### src/rtl/mc_control.sv
// mc_control: multi-cycle processor control unit.
//
// Sequences each instruction through FETCH/DECODE and an opcode-specific
// execution path. It drives the datapath selects and strobes for every state.
// Memory waits in FETCH, MEM_READ and MEM_WRITE are bounded by TIMEOUT. When
// the bound is hit, the control unit abandons the access, returns to FETCH and
// raises mem_err.
//
// Ports
//   clk, reset             : clock, synchronous active-high reset
//   opcode[5:0]            : instruction[31:26], sampled in DECODE
//   mem_ready              : memory completion for the current access
//   pc_write, pc_write_cond: PC update strobes
//   i_or_d                 : memory address select (0 = PC, 1 = ALUOut)
//   mem_read, mem_write    : memory strobes
//   ir_write               : instruction register load
//   mem_to_reg, reg_dst    : register-file write-data / destination selects
//   reg_write              : register-file write strobe
//   alu_src_a, alu_src_b   : ALU operand selects
//   alu_op                 : ALU class (00 add, 01 sub, 10 funct, 11 imm-op)
//   pc_source              : next-PC select
//   ext_sel                : immediate extension (0 sign, 1 zero)
//   instr_done             : last cycle of an instruction (combinational)
//   illegal, mem_err       : registered one-cycle error pulses
//   state[3:0]             : current state, for debug

module mc_control #(
    parameter int TIMEOUT = 15
) (
    input  logic       clk,
    input  logic       reset,
    input  logic [5:0] opcode,
    input  logic       mem_ready,
    output logic       pc_write,
    output logic       pc_write_cond,
    output logic       i_or_d,
    output logic       mem_read,
    output logic       mem_write,
    output logic       ir_write,
    output logic       mem_to_reg,
    output logic       reg_dst,
    output logic       reg_write,
    output logic       alu_src_a,
    output logic [1:0] alu_src_b,
    output logic [1:0] alu_op,
    output logic [1:0] pc_source,
    output logic       ext_sel,
    output logic       instr_done,
    output logic       illegal,
    output logic       mem_err,
    output logic [3:0] state
);

    typedef enum logic [3:0] {
        S_FETCH     = 4'd0,
        S_DECODE    = 4'd1,
        S_MEM_ADDR  = 4'd2,
        S_MEM_READ  = 4'd3,
        S_MEM_WB    = 4'd4,
        S_MEM_WRITE = 4'd5,
        S_R_EXEC    = 4'd6,
        S_R_WB      = 4'd7,
        S_BRANCH    = 4'd8,
        S_JUMP      = 4'd9,
        S_I_EXEC    = 4'd10,
        S_I_WB      = 4'd11
    } state_t;

    localparam logic [5:0] OP_RTYPE = 6'b000000;
    localparam logic [5:0] OP_LW    = 6'b100011;
    localparam logic [5:0] OP_SW    = 6'b101011;
    localparam logic [5:0] OP_BEQ   = 6'b000100;
    localparam logic [5:0] OP_J     = 6'b000010;
    localparam logic [5:0] OP_ADDI  = 6'b001000;
    localparam logic [5:0] OP_ANDI  = 6'b001100;
    localparam logic [5:0] OP_ORI   = 6'b001101;

    localparam logic [7:0] TMO = 8'(TIMEOUT);

    state_t     state_q, state_d;
    logic [5:0] op_q;
    logic [7:0] wait_cnt;
    logic       illegal_d;
    logic       waiting;
    logic       timeout;
    logic       imm_zext;

    // A memory wait is in progress only in the three access states while the
    // memory has not answered; mem_ready in the limit cycle still completes.
    assign waiting  = ((state_q == S_FETCH) || (state_q == S_MEM_READ) ||
                       (state_q == S_MEM_WRITE)) && !mem_ready;
    assign timeout  = waiting && (wait_cnt == TMO);
    assign imm_zext = (op_q == OP_ANDI) || (op_q == OP_ORI);
    assign state    = state_q;

    always_ff @(posedge clk) begin
        if (reset) begin
            state_q  <= S_FETCH;
            op_q     <= '0;
            wait_cnt <= '0;
            illegal  <= 1'b0;
            mem_err  <= 1'b0;
        end else begin
            state_q <= state_d;
            illegal <= illegal_d;
            mem_err <= timeout;
            if (state_q == S_DECODE)
                op_q <= opcode;
            // A FETCH timeout keeps the state, so the counter is cleared
            // explicitly rather than relying on the state change.
            if (timeout || (state_d != state_q))
                wait_cnt <= '0;
            else if (waiting)
                wait_cnt <= wait_cnt + 8'd1;
        end
    end

    always_comb begin
        state_d       = S_FETCH;
        illegal_d     = 1'b0;
        pc_write      = 1'b0;
        pc_write_cond = 1'b0;
        i_or_d        = 1'b0;
        mem_read      = 1'b0;
        mem_write     = 1'b0;
        ir_write      = 1'b0;
        mem_to_reg    = 1'b0;
        reg_dst       = 1'b0;
        reg_write     = 1'b0;
        alu_src_a     = 1'b0;
        alu_src_b     = 2'b00;
        alu_op        = 2'b00;
        pc_source     = 2'b00;
        ext_sel       = 1'b0;
        instr_done    = 1'b0;

        case (state_q)
            S_FETCH: begin
                mem_read  = 1'b1;
                alu_src_b = 2'b01;
                ir_write  = mem_ready;
                pc_write  = mem_ready;
                state_d   = mem_ready ? S_DECODE : S_FETCH;
            end
            S_DECODE: begin
                alu_src_b = 2'b11;
                case (opcode)
                    OP_RTYPE:               state_d = S_R_EXEC;
                    OP_LW, OP_SW:           state_d = S_MEM_ADDR;
                    OP_BEQ:                 state_d = S_BRANCH;
                    OP_J:                   state_d = S_JUMP;
                    OP_ADDI, OP_ANDI, OP_ORI: state_d = S_I_EXEC;
                    default:                illegal_d = 1'b1;
                endcase
            end
            S_MEM_ADDR: begin
                alu_src_a = 1'b1;
                alu_src_b = 2'b10;
                state_d   = (op_q == OP_LW) ? S_MEM_READ : S_MEM_WRITE;
            end
            S_MEM_READ: begin
                mem_read = 1'b1;
                i_or_d   = 1'b1;
                if (mem_ready)
                    state_d = S_MEM_WB;
                else if (!timeout)
                    state_d = S_MEM_READ;
            end
            S_MEM_WB: begin
                reg_write  = 1'b1;
                mem_to_reg = 1'b1;
                instr_done = 1'b1;
            end
            S_MEM_WRITE: begin
                mem_write  = 1'b1;
                i_or_d     = 1'b1;
                instr_done = mem_ready;
                state_d    = (mem_ready || timeout) ? S_FETCH : S_MEM_WRITE;
            end
            S_R_EXEC: begin
                alu_src_a = 1'b1;
                alu_op    = 2'b10;
                state_d   = S_R_WB;
            end
            S_R_WB: begin
                reg_write  = 1'b1;
                reg_dst    = 1'b1;
                instr_done = 1'b1;
            end
            S_BRANCH: begin
                alu_src_a     = 1'b1;
                alu_op        = 2'b01;
                pc_source     = 2'b01;
                pc_write_cond = 1'b1;
                instr_done    = 1'b1;
            end
            S_JUMP: begin
                pc_source  = 2'b10;
                pc_write   = 1'b1;
                instr_done = 1'b1;
            end
            S_I_EXEC: begin
                alu_src_a = 1'b1;
                alu_src_b = 2'b10;
                alu_op    = 2'b11;
                ext_sel   = imm_zext;
                state_d   = S_I_WB;
            end
            S_I_WB: begin
                reg_write  = 1'b1;
                ext_sel    = imm_zext;
                instr_done = 1'b1;
            end
            default: ;
        endcase

        // No side-effecting strobe may escape while reset is held.
        if (reset) begin
            mem_read      = 1'b0;
            mem_write     = 1'b0;
            pc_write      = 1'b0;
            pc_write_cond = 1'b0;
            ir_write      = 1'b0;
            reg_write     = 1'b0;
            instr_done    = 1'b0;
        end
    end

endmodule

### config.mk
export PLATFORM = sky130hd
export DESIGN_NAME = mc_control
export DESIGN_NICKNAME = d
export VERILOG_FILES = /design/src/rtl/mc_control.sv
export SDC_FILE = /design/constraint.sdc
export NUM_CORES = 1
export LEC_CHECK = 0
export CAP_MARGIN = 20
export CORE_MARGIN = 3
export CORE_UTILIZATION = 47
export CTS_CLUSTER_SIZE = 40
export DETAILED_ROUTE_END_ITERATION = 10
export DONT_BUFFER_PORTS = 1
export GPL_TIMING_DRIVEN = 0
export HOLD_SLACK_MARGIN = 0.1
export SLEW_MARGIN = 20
export SYNTH_ARGS = -nofsm -noshare
export SYNTH_HDL_FRONTEND = slang
export SYNTH_SLANG_ARGS = --single-unit
### constraint.sdc
create_clock -name clk -period 2 [get_ports clk]
set_input_delay 0.2 -clock clk [delete_from_list [all_inputs] [get_ports clk]]
set_output_delay 0.2 -clock clk [all_outputs]
set_load 0.03 [all_outputs]
### After elaboration in Yosys (flattened, before gate mapping)

Cells that the tools add are included.
Widths: inputs -> output; s select.

* register bits after elaboration: 20
* output and inout bits: 24
* logic and storage cells: 82

* reduce and logical (&&, ||, !) cells: 22
* bitwise gates (word level): 1
* mux-type cells: 30
* $add $sub $neg: 1
* equal/unequal tests: 23

Operators with widths (count)
* $eq 6x4->1 const B: 5
* $pmux 4 s7: 1
* $pmux 4 s5: 1
* $mux 1: 19
* $eq 6x6->1 const B: 3
* $eq 4x3->1 const B: 4
* $eq 4x4->1 const B: 4
* $reduce_or 2->1: 7
* $pmux 2 s3: 2
* $mux 3: 3
* $add 8x1->8 const B: 1
* $eq 4x2->1 const B: 2
* $eq 8x4->1 const B: 1
* $reduce_or 8->1: 1
* $eq 6x2->1 const B: 1
* $eq 6x3->1 const B: 1
* $logic_not 6->1: 1
* $reduce_or 3->1: 2
* $logic_or 1x1->1: 5
* $reduce_or 5->1: 1
* $eq 4x1->1 const B: 1
* $logic_not 4->1: 1
* $ne 4x4->1: 1
* $pmux 1 s2: 2
* 6 further kinds: 7

### Longest topological paths before layout

Gate-level depths: netlist (run 1).

* word-level depth: 11
* gate-level depth with buffers: 8
* depth with buffers taken out: 5

### Least setup slack after synthesis (run 1)

No wires, ideal clock.

* kind: register -> output
* start: register state_q[3] (netlist: state[3])
* end: output reg_write
* stages on the path, launching flop included: 6
* data required time: 1.800 ns
* data arrival time: 2.055 ns
* setup slack: -0.255 ns
* cells stage by stage: dfxtp_1 buf_2 nand2b_1 nor3_1 a31oi_1 nor2_1

* cells in the longest elaborated chain, start to end: 4
* elaborated cells between the ends (all ways): 6

Ends and longest elaborated chain
* start: declaration: line 80 `state_t state_q, state_d;`
* start signal: assignment: line 104 `state_q <= state_d;`
* $eq 4x4->1 / $eq 4x3->1 (equally long branches): line 137 `case (state_q)`
* $reduce_or 3->1 (no line) (*)
* $mux 1 (*): line 137
* $mux 1 (*): line 218 `if (reset) begin`
* end: declaration: line 42 `output logic reg_write,`

Mark *: on every way between the ends. The rest lies on a longest branch, timed or not.

### Final worst setup path (run 1)

* start: register state_q[2] (netlist: state[2])
* end: output reg_write

The elaborated chain is that of the path after synthesis.

==> results of run 1 <==
==> area by class of cell <==
cell class	instances	share of cell area, %
well taps	30	2.33
multi-input cells	137	59.4
flip-flops and latches	20	25.6
plain buffers	11	5.67
inverters	4	0.932
repair buffers	8	4.66
clock buffers	3	1.40
==> registers in the layout (all words and copies together) (netlist names) <==
signal	flops
mem_err	1
op_q	6
illegal	1
state	4
wait_cnt	8
==> layout by cell type, fill, tap and decap left out, drive strengths merged <==
cell type,count
a2111o,1
a211oi,1
a21oi,12
a22oi,1
a2bb2oi,1
a31oi,4
and3,1
buf,10
clkbuf,6
dfxtp,20
dlygate4sd3,6
ha,1
inv,4
mux2,2
mux2i,1
nand2,25
nand2b,6
nand3,5
nand3b,3
nand4,3
nand4b,2
nor2,23
nor3,12
nor3b,1
nor4,4
o2111ai,2
o211a,1
o21a,1
o21ai,6
o22ai,2
o311ai,1
or2,2
or3,2
or4,1
or4bb,1
xnor2,5
xor2,4
==> power groups by stage <==
stage	sequential (mW)	clock, mW	combinational [mW]
detailed placement	0.432	0	0.112
global route	0.423	0.217	0.150
floorplan	0.430	0	0.0947
CTS	0.422	0.196	0.135
finish	0.421	0.186	0.136
global placement	0.432	0	0.110
==> logic make-up after synthesis <==
kind of cell             Yosys count
AND/OR/NAND/NOR                   91
AO/OA/AOI/OAI                     33
flip-flops                        20
buffers and inverters             15
XOR/XNOR                           9
multiplexers                       3
adder cells (fa/ha/maj)            1
==> routing by layer <==
| metal | track usage (%) | up-vias | part of all wire, % |
|---|---|---|---|
| met2 | 34.0 | 52 | 47 |
| li1 | - | 632 | - |
| met4 | 8.74 | 0 | 1.6 |
| met1 | 30.5 | 621 | 44 |
| met3 | 5.48 | 8 | 7.9 |
| met5 | 0 | - | 0 |
==> per-stage QoR <==
stage          cell area [um2]  TNS (ns)  utilization, %  hold slack (ns)  cells
5_1_grt                   1610   -0.0410            63.3            0.133    213
2_1_floorplan             1330         0               -            0.336    172
3_5_place_dp              1370    -0.762            53.8            0.357    202
3_3_place_gp              1370    -0.627            53.8            0.346    202
4_1_cts                   1590         0            62.6            0.111    213
6_report                  1610         0            63.3            0.118    213
==> how the worst max path moves through the flow <==
| stage | start | end | depth (start not counted) |
|---|---|---|---|
| 2_1_floorplan | state[2] | state[0] | 6 |
| 3_3_place_gp | state[0] | state[0] | 4 |
| 3_5_place_dp | state[0] | state[0] | 4 |
| 4_1_cts | state[0] | reg_write | 4 |
| 5_1_grt | state[2] | reg_write | 6 |
| 6_report | state[2] | reg_write | 6 |
==> timing repair <==
item                                    in CTS  in global routing
pin swaps                                    2                  4
endpoints found under the setup margin      20                  7
endpoints found under the hold margin        8                  0
buffers inserted                             2                  0
gates resized for setup                     31                  7
hold buffers                                 6                  0
==> worst min-delay path, cell delays in order <==
cell and delay [ns]:
nor2_1 0.02, o21ai_0 0.09, nor3b_1 0.06
==> results.md, run 1 <==
* Status: finished clean
* Slew headroom at between 40% and 50%
* Reg2Reg Launch Point: state[1]
* Min Tclk post-route at 1.93 ns
* Power Total at around 0.74 mW
* Site Rows at 18
* Final Slew Violations at 0
* Leading cell type by number of instances after synthesis: nand2_1
* Power share of the clock group at 25.0%
* Nets at roughly 200
* Ys async rst share at 0%
* Worst-margin pin slew at about 0.81 ns
* Max Fclk at approximately 520 MHz
* Largest family of logic cells by synthesized area: simple AND/OR/NAND/NOR gates
* Layout cells sized above 1 at between 20% and 30%
* Total gr overflow at 0
* # clock sinks at 20
* Synth Area per Inst at 7.57 um2
* Synth area leader: dfxtp_1
* Crit share post-route at 96.7%
* PortBufs at 0
* RSZ-0062 raised after global routing: yes
* Netlist cell types at a little over 40
* Worst path top cell family by delay: simple AND/OR/NAND/NOR gates
* Post-synth EDFFs at 0
* Net Sw Frac at 29.1%
* Pre-antenna DRT Iters at 4
* Peak VDD IR at between 0.3 and 0.4 mV
* Synth Cell Area at 0.00130 mm2
* Reg2reg end: state[2]
* Worst min-delay path class: primary input to register
* Cells after synthesis at about 170
* Hold Startpoint: reset
* Initial antenna violation count at 0
* Initial Util at 51.1%
* R2R setup slack at 0.15 ns
* Clock buffer depth at 2
* WP data required at around 1.8 ns
* Yosys warns at 0
* Sequential Power Share at between 50 and 60%
* Sequential share of the synthesized area at between 30% and 40%
* CP endpoint kind: output pin
* Clk pin slew, worst setup/hold paths at roughly 0.10 ns
* DR WL/cell at approximately 16 um
* WS Path Type: register to output pin
* Cell Int Power at 0.527 mW
* Min setup slack post-route at ~0.065 ns
* Worst-skew pair later-pin latency at 0.29 ns
* Die Y at about 59 um
* Syn Nets at 182
* Clock skew at ~0.0016 ns
* Final Hold Vio Count at 0
* Residual DRC count at 0
* Hold EP: wait_cnt[2]
* CTS H-tree depth at 1
* Pin count of the biggest net entering global routing at 11
* Crit path DAT at 1.73 ns
* Power Density at around 460 mW/mm2
* R2R depth at 6
* Vias in the first global route at 1219
* Die area at roughly 0.0034 mm2
* Most instantiated cells after synthesis: 25 x nand2_1, 23 x nor2_1, 20 x dfxtp_1
* CTS tree: yes
* Synth Area in Compound Gates at around 16%
* Gr usage total at between 20 and 25%
* Initial DRC count at 81
* Post-Synth Simple-Gate Area at about 37%
* Num ports at 33
* Multiplexer share of the synthesized area at roughly 2.5%
* Register Area at 413 um2
* Pleak at approximately 0.54 nW
* First-pass GRT wire length at 5870 um
* Post-synthesis xor/xnor area fraction at between 6 and 7%
* Synthesis-to-finish area growth at 23.7%
* Vias post-DR at around 1300
* Crit-path max cell delay at about 0.4 ns
* Hold depth at 3
* Die W at 58.6 um
* Multi-input gate area at 956 um2
* Max Cap Viol at 0
* HPWL Detailed at about 2500 um
* Worst-path cell chain: buf_6 -> buf_4 -> nand2b_4 -> nand2_1 -> a31oi_2 -> nor2_2
* Synth Flop Type: dfxtp_1
* RD Place Congestion at 0.852
* Synth top area cells: dfxtp_1 31%, nand2_1 7.2%, nor2_1 6.6%
* Post-synth top area share at 30.8%
* Root Buffer: clkbuf_4
* Final setup violation count at 0
* Yosys reg bits at 20
* Comb pwr share at between 10% and 20%
* Worst Path Buf+Inv at 2
* Post-synthesis adder-cell area fraction at less than 1%
* Max FO, Critical Path at 10
* Via-per-instance ratio at 6.16
* Fill count at between 200 and 250
* Crit start category: register
* Slowest CP cell: dfxtp_4
* Detailed Route WL at 3490 um
* Pre-CTS setup slack at -0.249 ns
* Num CTS Buffers at 3
* Antenna Cells at 0
* Psw at around 0.22 mW
* Post-route antenna net violation count at 0
* Core area at 0.00254 mm2
Note: power is estimated with default switching activity, not from simulation.
==> inputs of run 2 (changes only) <==
- CORE_MARGIN: 3 -> 2
- CORE_UTILIZATION: 47 -> 55
- PLACE_DENSITY: not set -> 0.7
==> run 2 against run 1 <==
Net effect:
- fmax shrank 0.51%
- non-clock buffer count shrank 1
- combinational power is essentially flat
- flip-flop and latch count is the same
- design area shrank 1.2%
- sequential share of layout area grew 0.30 points
- clock skew is essentially flat
- die area shrank 19%
- register-to-register slack is essentially flat
- worst setup slack lost 0.010 ns
- global-route usage grew 3.6 points
- clock power is essentially flat
==> results.md, run 2 (synthesized netlist as in run 1, its figures left out) <==
* Psw at between 0.2 and 0.25 mW
* Antenna Cells at 0
* Met2 WL at about 1600 um
* Slew headroom at around 45%
* HPWL Detailed at roughly 2200 um
* RD Place Congestion at between 0.8 and 0.9
* Vias post-DR at roughly 1300
* Residual DRC count at 0
* Final setup violation count at 0
* WP data required at 1.80 ns
* Placed cell area at roughly 0.0014 mm2
* Core area at 0.00223 mm2
* Commonest non-fill, non-tap cell in the layout: nand2_1
* Gr usage total at 25.9%
* Final Slew Violations at 0
* Num CTS Buffers at 3
* Worst-skew pair later-pin latency at roughly 0.29 ns
* Site Rows at 17
* Root Buffer: clkbuf_4
* Crit path DAT at between 1.5 and 2 ns
* First-pass GRT wire length at 5310 um
* Worst Setup EP: alu_op[1]
* Synthesis-to-finish area growth at 22.3%
* Die area at ~0.0028 mm2
* Pin count of the biggest net entering global routing at 11
* Worst Path Buf+Inv at 2
* Reg2reg end: state[2]
* Crit start category: register
* Detailed Route WL at 3300 um
* Cell Int Power at roughly 0.52 mW
* Max FO, Critical Path at 10
* CTS H-tree depth at 1
* Via-per-instance ratio at between 6 and 7
* Max layer used: met4
* Most frequent cells in the layout: 25 x nand2_1, 21 x nor2_1, 16 x dfxtp_1, 11 x a21oi_1, 6 x o21ai_0
* Net Sw Frac at between 20% and 30%
* # clock sinks at 20
* RSZ-0062 raised after global routing: yes
* Crit path launch: state[2]
* Worst path top cell family by delay: compound AO/OA/AOI/OAI gates
* Status: finished clean
* R2R setup slack at approximately 0.15 ns
* Initial Util at roughly three fifths
* Routed length on met3 at between 150 and 200 um
* Vias in the first global route at roughly 1200
* Die W at 52.6 um
* Final non-filler cell total at 210
* PortBufs at 0
* Comb pwr share at between 10% and 20%
* WS Path Type: register to output pin
* Slowest CP cell: a21oi_1
* M1 WL at 1520 um
* Layout cells sized above 1 at 22.0%
* Min Tclk post-route at 1.94 ns
* Clock skew at 0.00186 ns
* Worst-margin pin slew at between 0.8 and 0.9 ns
* Crit-path max cell delay at roughly 0.54 ns
* Nets at a little under 200
* Power Density at ~470 mW/mm2
* Placed Cells at 200
* Reg2Reg Launch Point: state[1]
* Max Cap Viol at 0
* CP endpoint kind: output pin
* Fill count at 185
* Worst-path cell chain: buf_6 -> buf_4 -> nand2b_4 -> a21oi_1
* Total gr overflow at 0
* Most flop-heavy register: wait_cnt
* DR WL/cell at ~16 um
* Num ports at 33
* Pre-antenna DRT Iters at 4
* Peak VDD IR at approximately 0.47 mV
* Final instance area at roughly 0.0016 mm2
* Max reg flops at 8
* Sequential Power Share at 56.8%
* Initial DRC count at 27
* Die Y at around 53 um
* Post-route antenna net violation count at 0
* Pleak at around 0.54 nW
* Final Hold Vio Count at 0
* Clock buffer depth at 2
* Power share of the clock group at about a quarter
* Crit path depth at 4
* Worst min-delay path class: primary input to register
* Crit share post-route at a little under 100%
* Max Fclk at between 500 and 600 MHz
* CTS tree: yes
* Clk pin slew, worst setup/hold paths at 0.10 ns
* R2R depth at 6
* Initial antenna violation count at 0
## run 2: changes by cell type in the layout (fill, tap and decap cells not counted), sizes merged
| cell | delta |
|---|---|
| clkbuf | +1 |
| dlygate4sd3 | -1 |
| buf | -1 |
## run 2: worst min-delay path, cell delays in order
cell and delay [ns]:
inv_1 0.05, nand3_1 0.07, a21oi_1 0.06
## run 2: per-stage QoR
stage | setup slack, ns | util, % | power (mW) | setup TNS (ns) | hold WS [ns]
final | 0.0552 | 71.3 | 0.740 | 0 | 0.113
after global routing | -0.00213 | 71.3 | 0.774 | -0.00213 | 0.124
after CTS | 0.00195 | 70.5 | 0.747 | 0 | 0.108
after detailed placement | -0.240 | 61.2 | 0.543 | -0.588 | 0.354
after global placement | -0.219 | 61.2 | 0.541 | -0.497 | 0.347
after floorplan | 0.00835 | - | 0.524 | 0 | 0.336
## run 2: power groups by stage
stage / Combinational [mW] / Clock [mW] / Sequential (mW)
2_1_floorplan: 0.0947 / 0 / 0.430
3_3_place_gp: 0.109 / 0 / 0.432
3_5_place_dp: 0.111 / 0 / 0.432
4_1_cts: 0.131 / 0.193 / 0.422
5_1_grt: 0.148 / 0.204 / 0.422
6_report: 0.136 / 0.184 / 0.420
## run 2: cell type report
cell class	count	area, um2	area share [%]
well taps	28	35.0	2.20
plain buffers	11	92.6	5.82
repair buffers	7	65.1	4.09
flip-flops and latches	20	413	25.9
clock buffers	3	22.5	1.42
inverters	4	15.0	0.943
multi-input cells	137	948	59.6
## run 2: worst min path at each step
stage | startpoint | cells past startpoint | slack [ns] | to
after floorplan | opcode[0] | 2 | 0.34 | op_q[0]
after global placement | opcode[5] | 2 | 0.35 | op_q[5]
after detailed placement | opcode[5] | 2 | 0.35 | op_q[5]
after CTS | mem_ready | 3 | 0.11 | state[0]
after global routing | mem_ready | 3 | 0.12 | state[0]
final | mem_ready | 3 | 0.11 | state[0]
## run 2: what timing repair did
action                                  in CTS  in global routing
hold endpoints to repair                     7                  0
buffers inserted                             2                  0
pin swaps                                    3                  1
gates resized for setup                     30                  4
endpoints found under the setup margin      17                  4
hold buffers                                 5                  0
## run 2: metal layers
layer,track usage [%],up-vias
li1,-,628
met5,0,-
met4,8.97,0
met3,6.00,6
met2,42.5,50
met1,33.2,597
==> inputs of run 3 (changes only) <==
- GPL_TIMING_DRIVEN: 0 -> not set
==> run 3 against run 2 <==
Net effect:
- flip-flop and latch count unchanged
- count of clock-buffer cells in the layout did not move
- register-to-register slack improved by 0.07 ns
- core utilization is 0.56 points higher
- combinational power about the same
- fmax is 3.0% higher
- first-iteration DRC count rose by 89%
- design area up 0.79%
- critical path depth unchanged
==> results.md, run 3 (synthesized netlist as in run 1, its figures left out) <==
* Power Density at 550 mW/mm2
* Max reg flops at 8
* Detailed Route WL at 3520 um
* Most used cell, CP: buf_4
* Antenna Cells at 0
* Final instance area at between 0.0015 and 0.002 mm2
* Peak VDD IR at 0.541 mV
* Vias post-DR at 1372
* CTS H-tree depth at 1
* Max Cap Viol at 0
* Core area at around 0.0022 mm2
* Status: finished clean
* Most flop-heavy register: wait_cnt
* DR WL/cell at approximately 16 um
* Most frequent cells in the layout: 25 x nand2_1, 25 x buf_4, 23 x nor2_1, 18 x dfxtp_1, 12 x a21oi_1
* Crit share post-route at a little over nine tenths
* RSZ-0062 raised after global routing: no
* Worst-path cell chain: buf_4 -> inv_1 -> nor4_2 -> buf_4
* Crit start category: register
* Die area at between 0.002 and 0.003 mm2
* Total gr overflow at 0
* Crit path launch: state[1]
* Max Fclk at 530 MHz
* PortBufs at 0
* Initial Util at between 50% and 60%
* Layout cells sized above 1 at 21.3%
* Crit path DAT at between 1.5 and 2 ns
* Slowest CP cell: dfxtp_1
* CTS tree: yes
* Root Buffer: clkbuf_4
* Gr usage total at 26.9%
* Initial antenna violation count at 0
* # clock sinks at 20
* Fill count at 184
* Hold Startpoint: opcode[4]
* Slew headroom at between 60% and 70%
* Crit-path max cell delay at around 0.41 ns
* Synthesis-to-finish area growth at 23.3%
* Site Rows at 17
* Worst path top cell family by delay: buffers and inverters
* RD Place Congestion at just over 0.9
* Worst-skew pair later-pin latency at roughly 0.30 ns
* Power Total at roughly 0.88 mW
* Pre-antenna DRT Iters at 4
* Initial DRC count at a little over 50
* Nets at about 210
* Setup Fix Bufs, Post-CTS at 0
* Fin Hold WS at 0.120 ns
* Worst Path Buf+Inv at 3
* Die W at approximately 53 um
* Num ports at 33
* Worst min-delay path class: primary input to register
* Num CTS Buffers at 3
* Vias in the first global route at 1236
* Die Y at roughly 53 um
* Clk pin slew, worst setup/hold paths at between 0.1 and 0.15 ns
* Pin count of the biggest net entering global routing at 18
* Pleak at slightly above 0.6 nW
* Clock buffer depth at 2
* CP endpoint kind: output pin
* Residual DRC count at 0
* Min Tclk post-route at between 1.5 and 2 ns
* Final setup violation count at 0
* Setup TNS at 0 ns
* Reg2Reg Launch Point: state[1]
* Placed cell area at 0.00148 mm2
* Post-route antenna net violation count at 0
* Max FO, Critical Path at 17
* Clock skew at 0.00979 ns
* Final Slew Violations at 0
* Final Hold Vio Count at 0
* First-pass GRT wire length at between 5000 and 6000 um
* WP data required at around 1.8 ns
* Worst-margin pin slew at 0.510 ns
* Via-per-instance ratio at ~6.1
* HPWL Detailed at 2390 um
* WS Path Type: register to output pin
[run 3: cell types whose count changed in the layout (fill, tap and decap cells not counted), sizes merged]
cell,previous run,this run
dlygate4sd3,5,7
clkbuf,7,3
bufinv,0,1
buf,9,25
[run 3: final timing paths]
check           endpoint  slack, ns  cells after the start
max              ext_sel       0.11                      4
min              illegal       0.12                      2
max reg2reg  wait_cnt[1]       0.22                      5
min reg2reg      op_q[0]       0.48                      2
[run 3: through the flow]
step                setup slack [ns]  cells  util [%]
floorplan                    0.00835    172         -
global placement               0.280    214      66.2
detailed placement             0.246    214      66.2
CTS                           0.0695    225      71.7
global route                 0.00988    225      71.8
finish                         0.112    225      71.8
[run 3: per-layer routing]
layer / up-vias / share of wire, % / routed length [um] / global-route usage, %
li1: 658 / - / - / -
met1: 633 / 44 / 1540 / 34.3
met2: 71 / 47 / 1650 / 44.8
met3: 10 / 7.2 / 253 / 4.86
met4: 0 / 2.0 / 72 / 9.83
met5: - / 0 / 0 / 0
[run 3: final cells by class]
type                       count  area, um2  area share (%)
tap                           28       35.0            2.18
clock buffer                   3       22.5            1.40
multi-input combinational    137        841            52.4
timing repair buffer          32        258            16.1
sequential                    20        403            25.1
clock inverter                 1       30.0            1.87
inverter                       4       15.0           0.936
[run 3: what timing repair did]
item | 4_1_cts | 5_1_grt
endpoints found under the hold margin | 12 | 0
setup endpoints to repair | 0 | 3
resized for setup | 0 | 2
hold buffers | 7 | 0
[run 3: power by group]
part           total, mW  internal [mW]  switching (mW)
Combinational      0.136         0.0555          0.0804
Clock              0.327          0.202           0.124
Sequential         0.420          0.409          0.0109
Total              0.882          0.667           0.215
